$ cat src/rtl/pov_refresh_scheduler.sv
// Refresh sequencer for the POV display: freezes a texture column per angle step and issues
// strip_start pulses with an enforced WS2812 latch gap. Optional macro: POV_FREE_RUN_EN.
module pov_refresh_scheduler #(
  parameter int THETA_BITS   = 6,
  parameter int TEX_WIDTH    = 256,
  parameter int LATCH_CYCLES = 5000,
  parameter int TIMEOUT      = 65535,
  parameter int CNT_BITS     = 16,
  localparam int COL_BITS    = $clog2(TEX_WIDTH)
) (
  input  logic                  clk,
  input  logic                  reset,
  input  logic [THETA_BITS-1:0] theta,
  input  logic                  theta_valid,
  input  logic                  strip_done,
  output logic                  strip_start,
  output logic [COL_BITS-1:0]   col,
  output logic                  busy,
  output logic [CNT_BITS-1:0]   refresh_cnt,
  output logic [CNT_BITS-1:0]   overrun_cnt,
  output logic                  stall
);

  localparam int LAT_BITS  = (LATCH_CYCLES > 2) ? $clog2(LATCH_CYCLES) : 1;
  localparam int TMR_BITS  = $clog2(TIMEOUT + 1);
  localparam int PROD_BITS = THETA_BITS + COL_BITS;

  typedef enum logic [1:0] {
    IDLE  = 2'd0,
    START = 2'd1,
    SHIFT = 2'd2,
    LATCH = 2'd3
  } state_t;

  state_t                state_r;
  state_t                next_state_s;
  logic [THETA_BITS-1:0] last_theta_r;
  logic [THETA_BITS-1:0] prev_theta_r;
  logic                  pending_r;
  logic [LAT_BITS-1:0]   latch_cnt_r;
  logic [TMR_BITS-1:0]   timer_r;
  logic [PROD_BITS-1:0]  prod_s;
  logic                  theta_chg_s;
  logic                  trigger_s;
  logic                  timeout_s;
  logic                  start_d_s;
  logic                  busy_d_s;
  logic                  launch_s;

  assign prod_s      = PROD_BITS'(theta) * PROD_BITS'(TEX_WIDTH);
  assign theta_chg_s = (theta != prev_theta_r);
  assign timeout_s   = (timer_r == TMR_BITS'(TIMEOUT - 1));

`ifdef POV_FREE_RUN_EN
  // Without a locked angle, refresh continuously so the strip can be brought up stationary.
  assign trigger_s = theta_valid ? ((theta != last_theta_r) || pending_r) : 1'b1;
`else
  assign trigger_s = theta_valid && ((theta != last_theta_r) || pending_r);
`endif

  // State register
  always_ff @(posedge clk or posedge reset) begin
    if (reset) state_r <= LATCH;
    else       state_r <= next_state_s;
  end

  // Next-state logic
  always_comb begin
    next_state_s = state_r;
    case (state_r)
      IDLE:    if (trigger_s) next_state_s = START; else next_state_s = IDLE;
      START:   next_state_s = SHIFT;
      SHIFT:   if (strip_done || timeout_s) next_state_s = LATCH; else next_state_s = SHIFT;
      LATCH:   if (latch_cnt_r == LAT_BITS'(0)) next_state_s = IDLE; else next_state_s = LATCH;
      default: next_state_s = LATCH;
    endcase
  end

  // Output decode; busy follows next_state so the registered copy lines up with state_r
  always_comb begin
    start_d_s = (state_r == START);
    busy_d_s  = (next_state_s != IDLE);
    launch_s  = (state_r == IDLE) && trigger_s;
  end

  // Datapath, counters and registered outputs
  always_ff @(posedge clk or posedge reset) begin
    if (reset) begin
      strip_start  <= 1'b0;
      col          <= COL_BITS'(0);
      busy         <= 1'b1;
      refresh_cnt  <= CNT_BITS'(0);
      overrun_cnt  <= CNT_BITS'(0);
      stall        <= 1'b0;
      last_theta_r <= THETA_BITS'(0);
      prev_theta_r <= THETA_BITS'(0);
      pending_r    <= 1'b0;
      latch_cnt_r  <= LAT_BITS'(LATCH_CYCLES - 1);
      timer_r      <= TMR_BITS'(0);
    end else begin
      strip_start  <= start_d_s;
      busy         <= busy_d_s;
      prev_theta_r <= theta;

      if (launch_s) begin
        pending_r <= 1'b0;
        if (theta_valid) begin
          col          <= prod_s[PROD_BITS-1:THETA_BITS];
          last_theta_r <= theta;
        end
      end else if ((state_r != IDLE) && theta_chg_s) begin
        if (!pending_r) pending_r <= 1'b1;
        else if (overrun_cnt != {CNT_BITS{1'b1}}) overrun_cnt <= overrun_cnt + CNT_BITS'(1);
      end

      if (state_r == START)      timer_r <= TMR_BITS'(0);
      else if (state_r == SHIFT) timer_r <= timer_r + TMR_BITS'(1);

      if (state_r == SHIFT) begin
        if (strip_done)     refresh_cnt <= refresh_cnt + CNT_BITS'(1);
        else if (timeout_s) stall <= 1'b1;
      end

      // Reload on LATCH entry so the gap is always LATCH_CYCLES long
      if ((next_state_s == LATCH) && (state_r != LATCH))
        latch_cnt_r <= LAT_BITS'(LATCH_CYCLES - 1);
      else if ((state_r == LATCH) && (latch_cnt_r != LAT_BITS'(0)))
        latch_cnt_r <= latch_cnt_r - LAT_BITS'(1);
    end
  end

endmodule
$ cat config.mk
export PLATFORM = sky130hd
export DESIGN_NAME = pov_refresh_scheduler
export DESIGN_NICKNAME = d
export VERILOG_FILES = /design/src/rtl/pov_refresh_scheduler.sv
export SDC_FILE = /design/constraint.sdc
export NUM_CORES = 1
export LEC_CHECK = 0
export BUFFER_PORTS_ARGS = -buffer_cell sky130_fd_sc_hd__buf_4
export CAP_MARGIN = 10
export CELL_PAD_IN_SITES_DETAIL_PLACEMENT = 1
export CELL_PAD_IN_SITES_GLOBAL_PLACEMENT = 1
export CORE_MARGIN = 2
export CORE_UTILIZATION = 45
export CTS_CLUSTER_SIZE = 40
export DETAILED_ROUTE_END_ITERATION = 7
export PLACE_DENSITY = 0.9
export SYNTH_ARGS = -nofsm -noshare
export SYNTH_HDL_FRONTEND = slang
export SYNTH_SLANG_ARGS = --single-unit
$ cat constraint.sdc
create_clock -name clk -period 3.56 [get_ports clk]
set_clock_uncertainty 0.2 [all_clocks]
set_input_delay 0.712 -clock clk [delete_from_list [all_inputs] [get_ports clk]]
set_output_delay 0.712 -clock clk [all_outputs]
set_load 0.01 [all_outputs]
== Word level (Yosys, flattened, before mapping) ==
Cells that the tools add are included.

* Output and inout bits: 43
* Register bits: 79
* Input bits: 10
* Logic and storage cells: 55

* Multiplexer cells: 10
* Equality and inequality tests: 9
* Bitwise operators: 2
* $add $sub $neg: 4
* Reductions and logical operators: 19

{| class="wikitable"
|+ Operators by type and width
! operator !! count
|-
| $add A16 B1 Y16 const B || 3
|-
| $mux W16 || 2
|-
| $mux W13 || 2
|-
| $eq A16 B16 Y1 const B || 1
|-
| $ne A16 B16 Y1 const B || 1
|-
| $logic_not A13 Y1 || 1
|-
| $reduce_bool A13 Y1 || 1
|-
| $sub A13 B1 Y13 const B || 1
|-
| $ne A6 B6 Y1 || 2
|-
| $reduce_bool A2 Y1 || 5
|-
| $pmux W2 S4 || 1
|-
| $eq A2 B2 Y1 const B || 3
|-
| $logic_and A1 B1 Y1 || 5
|-
| $mux W1 || 4
|-
| $reduce_and A2 Y1 || 2
|-
| $reduce_and A4 Y1 || 1
|-
| $reduce_and A3 Y1 || 1
|-
| $eq A2 B1 Y1 const B || 1
|-
| $logic_not A2 Y1 || 1
|-
| $logic_or A1 B1 Y1 || 2
|-
| $mux W2 || 1
|-
| $ne A2 B2 Y1 const B || 1
|-
| $not A1 Y1 || 2
|}

== Longest topological paths before layout ==
* Depth in word-level cells: 8
* Mapped depth: 7
* Mapped depth without buffers: 7

== Least setup slack after synthesis ==
Ideal clock, no wire load.

* Path kind: flip-flop to flip-flop
* From: register state_r[1]
* To: register overrun_cnt[14]
* Setup time: 0.079 ns
* Path slack: 1.507 ns
* Cell stages (with the launch flop): 8
* Buffers on the path: 0
* Period minus slack after synthesis: 2.053 ns
* Required time: 3.281 ns
* Arrival time: 1.774 ns
* Path through: dfstp_2 inv_1 ha_1 nand2b_4 nor2_1 o211ai_2 nor4b_1 xor2_1

* Longest elaborated chain between the ends: 4
* Elaborated cells between the ends (all ways): 6
* Those cells by class: bitwise (1); reduce/logical (5)

{| class="wikitable"
|+ RTL lines
! item !! RTL line !! RTL
|-
| from (decl) || 35 || <nowiki>state_t state_r;</nowiki>
|-
| from (signal assigned) || 64 || <nowiki>else state_r <= next_state_s;</nowiki>
|-
| $logic_not A2 Y1 || 83 || <nowiki>launch_s = (state_r == IDLE) && trigger_s;</nowiki>
|-
| $logic_and A1 B1 Y1 || 83 ||
|-
| $not A1 Y1 (no source line) || -- ||
|-
| $reduce_and A4 Y1 (no source line) (*) || -- ||
|-
| to (signal assigned) || 113 || <nowiki>else if (overrun_cnt != {CNT_BITS{1'b1}}) overrun_cnt <= overrun_cnt + CNT_BITS'(1);</nowiki>
|-
| to (decl) || 20 || <nowiki>output logic [CNT_BITS-1:0] overrun_cnt,</nowiki>
|}

Mark *: on every way between the ends. The rest lies on a longest branch, timed or not.
A chain may end at the register's enable or synchronous reset.

== Final worst setup path ==
* From: register state_r[1]
* To: register overrun_cnt[11]

The elaborated chain is that of the path after synthesis.

==> reports/summary.txt <==
status -> finished clean
required time worst endpoint -> 3.64 ns
Clock Pin Slew Worst Setup and Hold Paths -> 0.08 ns
I/O pin cnt -> 53
asr flop ratio synth -> 100%
clock buffer depth -> 2
TritonCTS clock tree -> done
Post-Synthesis Cells -> 348
worst vdd ir -> 374 uV
n_diodes -> 0
placed cell count -> 501
Lkg Pwr -> 2.13 nW
Layout Area Growth over Synthesis -> 19.2%
die width -> 96.1 microns
Avg Inst Size Synth -> 11.0 sq um
Setup Buffers After CTS -> 0
initial antenna violation count -> 0
TNS Setup -> 0 ns
CTS Hold Buffers Added -> 0
fin. max-slew vios -> 0
Tightest Pin Transition -> 0.683 ns
via count -> 2,821
Post-DP HPWL -> 6380 microns
Post-DRT Antenna Nets -> 0
worst hold path type -> input pin to asynchronous set/reset pin
Die Area -> 9230 sq um
largest net degree at the start of global routing -> 60
Port Buf Inserts -> 50
Final GP Congestion -> 0.779
P per Cell Area -> 704 nW/um^2
RSZ-0062 raised after global routing -> no
total gr overflow -> 0
max-cap violations -> 0
Row Count -> 33
drt initial violations -> 116
synthesized flop and latch total -> 79
Die Ht -> 96.1 microns
first-pass GRT wire length -> 15,300 microns
DRT Wirelength -> 9300 microns
Slew headroom -> 54.1%
Worst EP arrival -> 2.65 ns
fin crit period -> 2.57 ns
Worst Setup Start Kind -> register
Final #Nets -> 426
H-tree levels -> 3
Crit Path Category -> register to register
most common cell after layout, fill and taps aside -> dfrtp_1
area leader, netlist -> dfrtp_1
layout cells sized above 1 -> 24.6%
DRC errors left -> 0
# setup viols final -> 0
routed vias/inst -> 5.47
Hold Violations, Final -> 0
DR pass1 iterations -> 4
number of global-route vias before repair -> 3,096
clk_lat worst skew -> 0.36 ns
crit path max fanout -> 6
synth unique cells -> 54
WL/cell -> 18.0 microns
clk root buf -> clkbuf_8
share of Yosys cell area claimed by the top area cell type -> 45.2%
Most used DFF post-synth -> dfrtp_1
synth top area cells -> dfrtp_1 (45%), xor2_1 (7.3%), dfstp_2 (6.9%), xnor2_1 (6.7%), nand2_1 (3.5%)
CTS sink cnt -> 79
crit path capture type -> register
highest clock rate -> 0.389 GHz
sequential share of the synthesized area -> 52.1%
GRT Util Overall -> 21.9%
CTS buffer count -> 9
post-cts sizing count -> 0
period utilization -> 72.1%
core area -> 8220 sq um
Synth Warn # -> 0
number of synthesized flops with an enable pin -> 0
Post-Syn Area -> 3820 sq um
Initial Utilization -> 46.4%
most frequent cells in the layout -> dfrtp_1 (69), buf_4 (50), nand2_1 (36), xor2_1 (32)
Post-Layout Cell Count -> 516
utilization after layout -> 55.4%
==> worst max-delay path, cell delays in order, from the launching register on <==
cell and delay, ns:
dfstp_2 0.59, inv_1 0.08, ha_1 0.26, nand2b_4 0.19, nor2_1 0.19, o2111ai_1 0.39
nor4_1 0.41, xor2_1 0.19
==> final cells by class <==
| type | count | area, sq um |
|---|---|---|
| Fill cell | 887 | 3670 |
| Sequential cell | 79 | 1990 |
| Multi-Input combinational cell | 256 | 1770 |
| Timing Repair Buffer | 51 | 395 |
| Clock buffer | 12 | 165 |
| Tap cell | 105 | 131 |
| Clock inverter | 3 | 65.1 |
| Inverter | 10 | 37.5 |
==> path summary, 6_finish.rpt <==
| path | start | end | slack, ns | depth (start not counted) |
|---|---|---|---|---|
| min in group clk | refresh_cnt[15]$_DFFE_PP0P_ | refresh_cnt[15]$_DFFE_PP0P_ | 0.29 | 1 |
| hold / removal | reset | overrun_cnt[11]$_DFFE_PP0P_ | 0.17 | 2 |
| setup reg to reg | state_r[1]$_DFF_PP1_ | overrun_cnt[11]$_DFFE_PP0P_ | 0.99 | 7 |
| hold reg to reg | refresh_cnt[15]$_DFFE_PP0P_ | refresh_cnt[15]$_DFFE_PP0P_ | 0.29 | 1 |
| max in group asynchronous | reset | latch_cnt_r[7]$_DFFE_PP1P_ | 2.26 | 3 |
| setup / recovery | state_r[1]$_DFF_PP1_ | overrun_cnt[11]$_DFFE_PP0P_ | 0.99 | 7 |
==> flip-flops by register name, indices dropped and copies added (netlist names) <==
signal / flops
prev_theta_r: 6
pending_r: 1
strip_start: 1
last_theta_r: 6
state_r: 2
refresh_cnt: 16
busy: 1
timer_r: 16
latch_cnt_r: 13
stall: 1
overrun_cnt: 16
==> logic make-up (layout without fill, tap and decap cells) <==
family / count (synthesis) / in the layout / synth area share (%)
DFF: 79 / 79 / 52.1
muxes: 10 / 10 / 2.98
xor gates and xnor gates: 61 / 61 / 14.0
and+or+nand+nor: 150 / 150 / 21.1
adders and majority gates: 9 / 9 / 2.95
buffers and inverters: 14 / 76 / 1.67
AOI/OAI and AO/OA: 24 / 24 / 5.02
other: 1 / 2 / 0.0983
==> power breakdown <==
group          internal [mW]  leakage, nW  total [mW]  switching [mW]
registers               1.14         1.00        1.40           0.256
clock network          0.448        0.118       0.765           0.317
logic                  0.485         1.01        1.04           0.557
==> synthesized netlist by cell type (3+ instances only) <==
cell and n:
a21oi_1 5, and2_1 4, and3_1 5, and4_1 3, buf_4 3, dfrtp_1 69, dfstp_2 10, ha_1 9
inv_1 10, mux2_2 7, nand2_1 36, nand2b_1 3, nand3_1 18, nand4_1 8, nor2_1 29, nor3_1 15
nor4_1 5, o21ai_0 5, or3_1 3, xnor2_1 29, xor2_1 32
==> layer usage <==
layer	routed length [microns]	vias to the layer above	global-route usage [%]
li1	-	1307	-
met3	206	16	2.98
met5	0	-	0
met4	189	0	9.64
met2	4840	47	36.9
met1	4070	1451	28.0
==> per-stage QoR <==
stage          power (mW)  area [sq um]  hold slack [ns]  worst slack (ns)
6_report             3.20          4550            0.166             0.993
3_5_place_dp         2.44          4320            0.276              1.06
4_1_cts              3.23          4550            0.174              1.00
5_1_grt              3.40          4550            0.199             0.802
3_3_place_gp         2.34          4320            0.266              1.19
2_1_floorplan        2.01          3820            0.278             0.641
No activity file was read; power rests on OpenSTA's default activity.
